[config.mk]
export PLATFORM = sky130hd
export DESIGN_NAME = twiddle_angle_gen
export DESIGN_NICKNAME = d
export VERILOG_FILES = /design/src/rtl/fft_pkg.sv /design/src/rtl/twiddle_angle_gen.sv
export SDC_FILE = /design/constraint.sdc
export NUM_CORES = 1
export LEC_CHECK = 0
export CAP_MARGIN = 40
export CORE_UTILIZATION = 40
export CTS_CLUSTER_DIAMETER = 150
export DETAILED_ROUTE_END_ITERATION = 8
export GPL_ROUTABILITY_DRIVEN = 0
export GPL_TIMING_DRIVEN = 0
export PLACE_DENSITY = 0.58
export SLEW_MARGIN = 25
export SYNTH_ARGS = -nofsm -noshare
export SYNTH_HDL_FRONTEND = slang
export SYNTH_SLANG_ARGS = --single-unit
[constraint.sdc]
create_clock -name i_clk -period 7.5 [get_ports i_clk]
set_input_delay 1.5 -clock i_clk [delete_from_list [all_inputs] [get_ports i_clk]]
set_output_delay 1.5 -clock i_clk [all_outputs]
set_load 0.01 [all_outputs]
[src/rtl/fft_pkg.sv]
// fft_pkg
// Shared definitions for the FFT datapath blocks.
//   calc_two_pi_q : 2*pi scaled by 2^bits, rounded to nearest integer
//   TWO_PI_Q      : 2*pi in Q(FRAC_BITS+GUARD_BITS) for the default angle format
//   angle_t       : signed angle word in the default Q16.16 radian format
//   state_t       : control states of the twiddle angle generator
package fft_pkg;

    localparam int FRAC_BITS  = 16;
    localparam int GUARD_BITS = 16;
    localparam int ANGLE_W    = 32;

    // Elaboration-time only. Doubling in a loop keeps the scaling exact in
    // real arithmetic. The final integer conversion rounds to nearest.
    function automatic logic [63:0] calc_two_pi_q(input int bits);
        real v;
        v = 6.283185307179586476925;
        for (int i = 0; i < bits; i++) begin
            v = v * 2.0;
        end
        return 64'(longint'(v));
    endfunction

    localparam logic [63:0] TWO_PI_Q = calc_two_pi_q(FRAC_BITS + GUARD_BITS);

    typedef logic signed [ANGLE_W-1:0] angle_t;

    typedef enum logic [1:0] {
        ST_IDLE,
        ST_RUN,
        ST_ERR
    } state_t;

endpackage

[src/rtl/twiddle_angle_gen.sv]
// twiddle_angle_gen
// Streams the twiddle angles for one radix-2 FFT stage, one per handshake.
// For stage s, the angles are ordered by group first and then by k inside
// the group. Each angle is -k*2*pi/2^s, or the positive value for an inverse
// transform. The angle is built with an accumulator, so the block needs no
// multiplier and no table.
// Ports:
//   i_clk      clock; all state changes on the rising edge
//   i_rst      synchronous active-high reset
//   i_start    frame request; honoured when idle or on the last-beat handshake
//   i_stage    FFT stage, legal range 1..LOG2N
//   i_inverse  1 gives positive (IFFT) angles
//   i_ready    consumer accepts the current beat
//   o_busy     a frame is in progress
//   o_valid    o_angle / o_k / o_last are valid
//   o_angle    signed Q(W-FRAC).FRAC angle in radians
//   o_k        butterfly index inside its group
//   o_last     final beat of the frame
//   o_err      one-cycle pulse after an illegal stage request
module twiddle_angle_gen
    import fft_pkg::*;
#(
    parameter int LOG2N = 6,
    parameter int W     = 32,
    parameter int FRAC  = 16,
    parameter int GUARD = 16
) (
    input  logic                              i_clk,
    input  logic                              i_rst,
    input  logic                              i_start,
    input  logic [$clog2(LOG2N+1)-1:0]        i_stage,
    input  logic                              i_inverse,
    input  logic                              i_ready,
    output logic                              o_busy,
    output logic                              o_valid,
    output logic [W-1:0]                      o_angle,
    output logic [((LOG2N > 1) ? LOG2N-1 : 1)-1:0] o_k,
    output logic                              o_last,
    output logic                              o_err
);

    localparam int KW = (LOG2N > 1) ? LOG2N - 1 : 1;
    localparam int AW = W + GUARD;

    localparam logic [63:0]   TWO_PI_RAW = calc_two_pi_q(FRAC + GUARD);
    localparam logic [AW-1:0] TWO_PI_ACC = AW'(TWO_PI_RAW);
    localparam logic [AW-1:0] ROUND_HALF = AW'(1) << (GUARD - 1);

    state_t        state;
    logic [AW-1:0] acc;
    logic [AW-1:0] step;
    logic [KW-1:0] g_cnt;
    logic [KW-1:0] half_m;
    logic [KW-1:0] groups_m;
    logic          inv_q;

    logic          stage_legal;
    int            shift_amt;
    logic [KW-1:0] new_half_m;
    logic [KW-1:0] new_groups_m;
    logic [AW-1:0] new_step;
    logic          handshake;
    logic          last_hs;
    logic          start_ok;
    logic          k_wrap;
    logic [KW-1:0] k_nxt;
    logic [KW-1:0] g_nxt;
    logic [AW-1:0] acc_nxt;
    logic          last_nxt;
    logic [W-1:0]  mag_nxt;
    logic [W-1:0]  angle_nxt;

    // Next-state values. Stage decoding covers the frame that would start
    // this cycle. Counter and accumulator stepping covers the beat after the
    // current one. A stage that is out of range is forced to shift by 1 so
    // that the shifters never see a negative amount. Those values are not
    // used in that case.
    always_comb begin
        stage_legal  = (i_stage != '0) && (int'(i_stage) <= LOG2N);
        shift_amt    = stage_legal ? int'(i_stage) : 1;
        new_half_m   = KW'((1 << (shift_amt - 1)) - 1);
        new_groups_m = KW'(((1 << LOG2N) >> shift_amt) - 1);
        new_step     = TWO_PI_ACC >> shift_amt;

        handshake    = o_valid & i_ready;
        last_hs      = handshake & o_last;
        start_ok     = i_start & ((state != ST_RUN) | last_hs);

        k_wrap       = (o_k == half_m);
        k_nxt        = k_wrap ? '0 : o_k + 1'b1;
        g_nxt        = k_wrap ? g_cnt + 1'b1 : g_cnt;
        acc_nxt      = k_wrap ? '0 : acc + step;
        last_nxt     = (g_nxt == groups_m) && (k_nxt == half_m);

        mag_nxt      = W'((acc_nxt + ROUND_HALF) >> GUARD);
        angle_nxt    = inv_q ? mag_nxt : ('0 - mag_nxt);
    end

    // Control FSM and registered outputs. A start takes priority over the
    // handshake that ends the current frame. Because of that, a start on the
    // last beat begins the new frame with no gap. An illegal stage goes
    // through ST_ERR for one cycle so that o_err is a single pulse. The
    // outputs hold their values whenever no handshake happens.
    always_ff @(posedge i_clk) begin
        if (i_rst) begin
            state    <= ST_IDLE;
            o_busy   <= 1'b0;
            o_valid  <= 1'b0;
            o_last   <= 1'b0;
            o_err    <= 1'b0;
            o_angle  <= '0;
            o_k      <= '0;
            g_cnt    <= '0;
            acc      <= '0;
            step     <= '0;
            half_m   <= '0;
            groups_m <= '0;
            inv_q    <= 1'b0;
        end else begin
            o_err <= 1'b0;
            if (start_ok) begin
                if (stage_legal) begin
                    state    <= ST_RUN;
                    o_busy   <= 1'b1;
                    o_valid  <= 1'b1;
                    o_last   <= (new_half_m == '0) && (new_groups_m == '0);
                    o_angle  <= '0;
                    o_k      <= '0;
                    g_cnt    <= '0;
                    acc      <= '0;
                    step     <= new_step;
                    half_m   <= new_half_m;
                    groups_m <= new_groups_m;
                    inv_q    <= i_inverse;
                end else begin
                    state   <= ST_ERR;
                    o_err   <= 1'b1;
                    o_busy  <= 1'b0;
                    o_valid <= 1'b0;
                    o_last  <= 1'b0;
                end
            end else begin
                case (state)
                    ST_RUN: begin
                        if (last_hs) begin
                            state   <= ST_IDLE;
                            o_busy  <= 1'b0;
                            o_valid <= 1'b0;
                            o_last  <= 1'b0;
                        end else if (handshake) begin
                            o_k     <= k_nxt;
                            g_cnt   <= g_nxt;
                            acc     <= acc_nxt;
                            o_angle <= angle_nxt;
                            o_last  <= last_nxt;
                        end
                    end
                    ST_ERR: begin
                        state <= ST_IDLE;
                    end
                    default: begin
                        state <= ST_IDLE;
                    end
                endcase
            end
        end
    end

endmodule

==> metrics.txt <==
CTS Buf Count 17; CP arrival 7.27 ns; synth-to-layout area growth 14.1%; switching power around 760 uW; met2 wire len 17300 um; part of the Yosys area used for sequential elements 26.5%; Comb power frac 24.4%; Vias 10700; distinct cell type count after synthesis 98; CP Capture Type flop; DR WL met3 1680 um; unrepaired setup endpoints after global routing false; post_cts resized 0; CP required 7.83 ns; Hold Crit Start o_angle[26]$_SDFFE_PP0P_; Crit Path Category reg2reg; top layer in use met4; initial core utilization approximately two fifths; CTS Buffer Depth 2; most common cell after layout, fill and taps aside nor2_1; crit path buf inv count 6; Critical Path, Cell by Cell buf_2, xor2_1, nor3_1, and2_1, clkbuf_1, clkbuf_1, buf_1, buf_2, nor2_1, ha_1, o2111ai_1, o31a_1, o21ai_0, mux2_2, nor4b_1, and3_1, and4_1, buf_6, a211oi_2, mux2_1, a221o_1; Mapped Cells 1399; Crit Path Max Fanout 10; # hold bufs at CTS 0; first-pass GRT wire length 54600 um; worst relative slew slack 40.6%; final hold slack ~0.44 ns; vias in the first global route 9788; I/O Pins slightly below 50; Starting DRT DRC Count slightly above 800; ANT nets after route 0; hold depth 2; final wirelength 35800 um; root buf cell clkbuf_16; Clock Skew approximately 0.015 ns; Synth Flop Type dfxtp_1; Worst path max stage delay around 0.63 ns; setup_tns 0 ns; Reg2Reg Capture Point o_angle[27]$_SDFFE_PP0P_; fin crit share between 90 and 100%; postcts setup bufs 0; synth warn 0; sequential share of power around 36%; CTS tree yes; PortBufs 47; Reg2Reg Setup Slack about 0.56 ns; Die H approximately 170 um; GRT Util Overall between 20% and 30%; worst-margin pin slew slightly below 0.9 ns; Seq cells post-synth between 100 and 150; RR Startpoint o_k[2]$_SDFFE_PP0P_; Hold WC Path Type reg2reg; VDD IR max approximately 0.10 mV; Slew Limit Fails 0; clock transition at the registers of the reported paths 0.07 ns; final hold vios 0; share of post-route cells with drive strength above 1 under 10%; wl on met1 roughly 16000 um; Max-cap violations 0; Switching Share between 30 and 40%; CP delay by family, top buffers and inverters; outcome finished clean; Leak between 4 and 5 nW; clock power share between 30 and 40%; Min-Delay Endpoint o_angle[26]$_SDFFE_PP0P_; largest net degree at the start of global routing 17; core area roughly 26000 um2; Pint 1.46 mW; initial antenna violation count 0; Worst R2R Path Depth 21; fin crit period about 6.9 ns; Final Setup Violations 0; Die W 165 um; FFs w/ async S/R, synth 0%; commonest cells after routing, fill and taps aside 211 x nor2_1, 146 x nand2_1, 141 x dfxtp_1; DRC errors left 0; die area approximately 27000 um2; Vias/cell just under 6; drt pass-1 iters 7; Max stage delay cell, worst path clkbuf_1; CP Launch Type flop; grt ovf 0; clk_lat worst skew roughly 0.43 ns; H-tree depth 4; EDFF count, synth 0; Max Fclk roughly 0.14 GHz; cell row count 59; post-DR wirelength/cell 19.7 um; antenna cells 0; DP HPWL between 20000 and 30000 um; synthesized cell area 10600 um2; P per Cell Area ~180 nW/um2; Post-Syn Nets roughly 1500; Final #Nets between 1500 and 2000; Syn Area/Cell around 7.6 um2; clock sinks between 100 and 150
-- worst reg2reg max path, stage by stage (launching register included) --
cell,delay [ns]
dfxtp_1,0.32
buf_2,0.16
xor2_1,0.14
nor3_1,0.54
and2_1,0.39
clkbuf_1,0.63
clkbuf_1,0.51
buf_1,0.56
buf_2,0.40
nor2_1,0.09
ha_1,0.29
o2111ai_1,0.21
o31a_1,0.17
o21ai_0,0.10
mux2_2,0.33
nor4b_1,0.57
and3_1,0.40
and4_1,0.25
buf_6,0.13
a211oi_2,0.08
mux2_1,0.31
a221o_1,0.25
-- cell families (layout without fill, tap and decap cells) --
logic type | after synthesis | in the layout | synth area share [%]
AND/OR/NAND/NOR | 560 | 560 | 25.3
adder cells (fa/ha/maj) | 50 | 50 | 5.95
buffers and inverters | 105 | 186 | 4.40
XOR/XNOR | 115 | 115 | 9.60
multiplexers | 10 | 10 | 1.03
AO/OA/AOI/OAI | 418 | 418 | 27.2
flip-flops | 141 | 141 | 26.5
-- through the flow --
| stage | cell area, um2 | setup slack [ns] | std cells | util [%] | total power [mW] |
|---|---|---|---|---|---|
| after floorplan | 10600 | 2.43 | 1399 | - | 1.19 |
| after global placement | 11500 | 0.753 | 1781 | 44.3 | 1.35 |
| after detailed placement | 11500 | 0.677 | 1781 | 44.3 | 1.35 |
| after CTS | 12100 | 0.651 | 1813 | 46.6 | 2.22 |
| after global routing | 12100 | 0.333 | 1815 | 46.6 | 2.31 |
| final | 12100 | 0.561 | 1815 | 46.6 | 2.22 |
-- cells in the mapped netlist, types with 4 or more instances --
cell type / number / area share, %
a21oi_2: 6 / 0.49
and2_1: 20 / 1.2
a311oi_1: 5 / 0.41
buf_2: 14 / 0.66
buf_6: 7 / 0.74
a211oi_2: 7 / 0.82
dfxtp_1: 141 / 27
nand2_1: 146 / 5.1
nand4_1: 30 / 1.8
o22ai_1: 8 / 0.47
a2111oi_0: 5 / 0.41
o31ai_1: 9 / 0.63
nand3_1: 27 / 1.3
clkbuf_1: 56 / 2.0
o21bai_1: 4 / 0.28
a211oi_1: 25 / 1.8
o21ai_0: 59 / 2.8
or4_1: 5 / 0.35
and3_1: 11 / 0.65
nor4_1: 10 / 0.59
or3_1: 7 / 0.41
a22oi_1: 60 / 4.2
a21oi_1: 105 / 4.9
xor2_1: 42 / 3.5
or2_2: 5 / 0.29
nand3b_1: 4 / 0.28
a21o_1: 15 / 1.1
ha_1: 49 / 5.8
inv_1: 19 / 0.67
xnor2_1: 71 / 5.8
o21a_1: 18 / 1.3
nor3_1: 35 / 1.6
nand2b_1: 6 / 0.35
nor2b_1: 10 / 0.59
o211ai_1: 11 / 0.78
a31oi_1: 18 / 1.1
buf_1: 7 / 0.25
o2111ai_1: 4 / 0.33
o21ai_2: 4 / 0.33
a211o_1: 5 / 0.41
and4_1: 7 / 0.58
mux2i_1: 5 / 0.47
o21ai_1: 12 / 0.56
nor2_1: 211 / 7.4
-- state kept, by name, summed over array words and instances (netlist names), 2 cells and up --
register,cells
g_cnt,5
half_m,5
state,2
groups_m,5
step,35
o_angle,32
o_k,5
acc,48
-- per-layer routing --
layer | track usage [%] | vias to the layer above
met2 | 44.8 | 287
met3 | 3.55 | 70
met4 | 10.9 | 0
met1 | 33.4 | 5111
met5 | 0 | -
li1 | - | 5228
-- power groups by stage --
stage	Combinational, mW	Clock, mW	Sequential (mW)
2_1_floorplan	0.378	0	0.808
3_3_place_gp	0.530	0	0.819
3_5_place_dp	0.532	0	0.820
4_1_cts	0.536	0.881	0.803
5_1_grt	0.590	0.917	0.805
6_report	0.541	0.871	0.803
-- worst max-delay path by stage --
stage                        startpoint                       end  slack, ns  depth (start not counted)
floorplan           o_k[0]$_SDFFE_PP0P_  o_angle[27]$_SDFFE_PP0P_       2.43                         21
global placement    o_k[2]$_SDFFE_PP0P_  o_angle[27]$_SDFFE_PP0P_       0.75                         21
detailed placement  o_k[2]$_SDFFE_PP0P_  o_angle[27]$_SDFFE_PP0P_       0.68                         21
CTS                 o_k[2]$_SDFFE_PP0P_  o_angle[27]$_SDFFE_PP0P_       0.65                         21
global route        o_k[2]$_SDFFE_PP0P_  o_angle[27]$_SDFFE_PP0P_       0.33                         21
finish              o_k[2]$_SDFFE_PP0P_  o_angle[27]$_SDFFE_PP0P_       0.56                         21
-- cell type report --
class / instances / area [um2]
clock inverters: 14 / 156
plain buffers: 85 / 393
fillers: 2662 / 13900
well taps: 335 / 419
repair buffers: 49 / 482
inverters: 20 / 75.1
clock buffers: 18 / 429
flip-flops and latches: 141 / 2820
multi-input cells: 1153 / 7370
No activity file was read; power rests on OpenSTA's default activity.
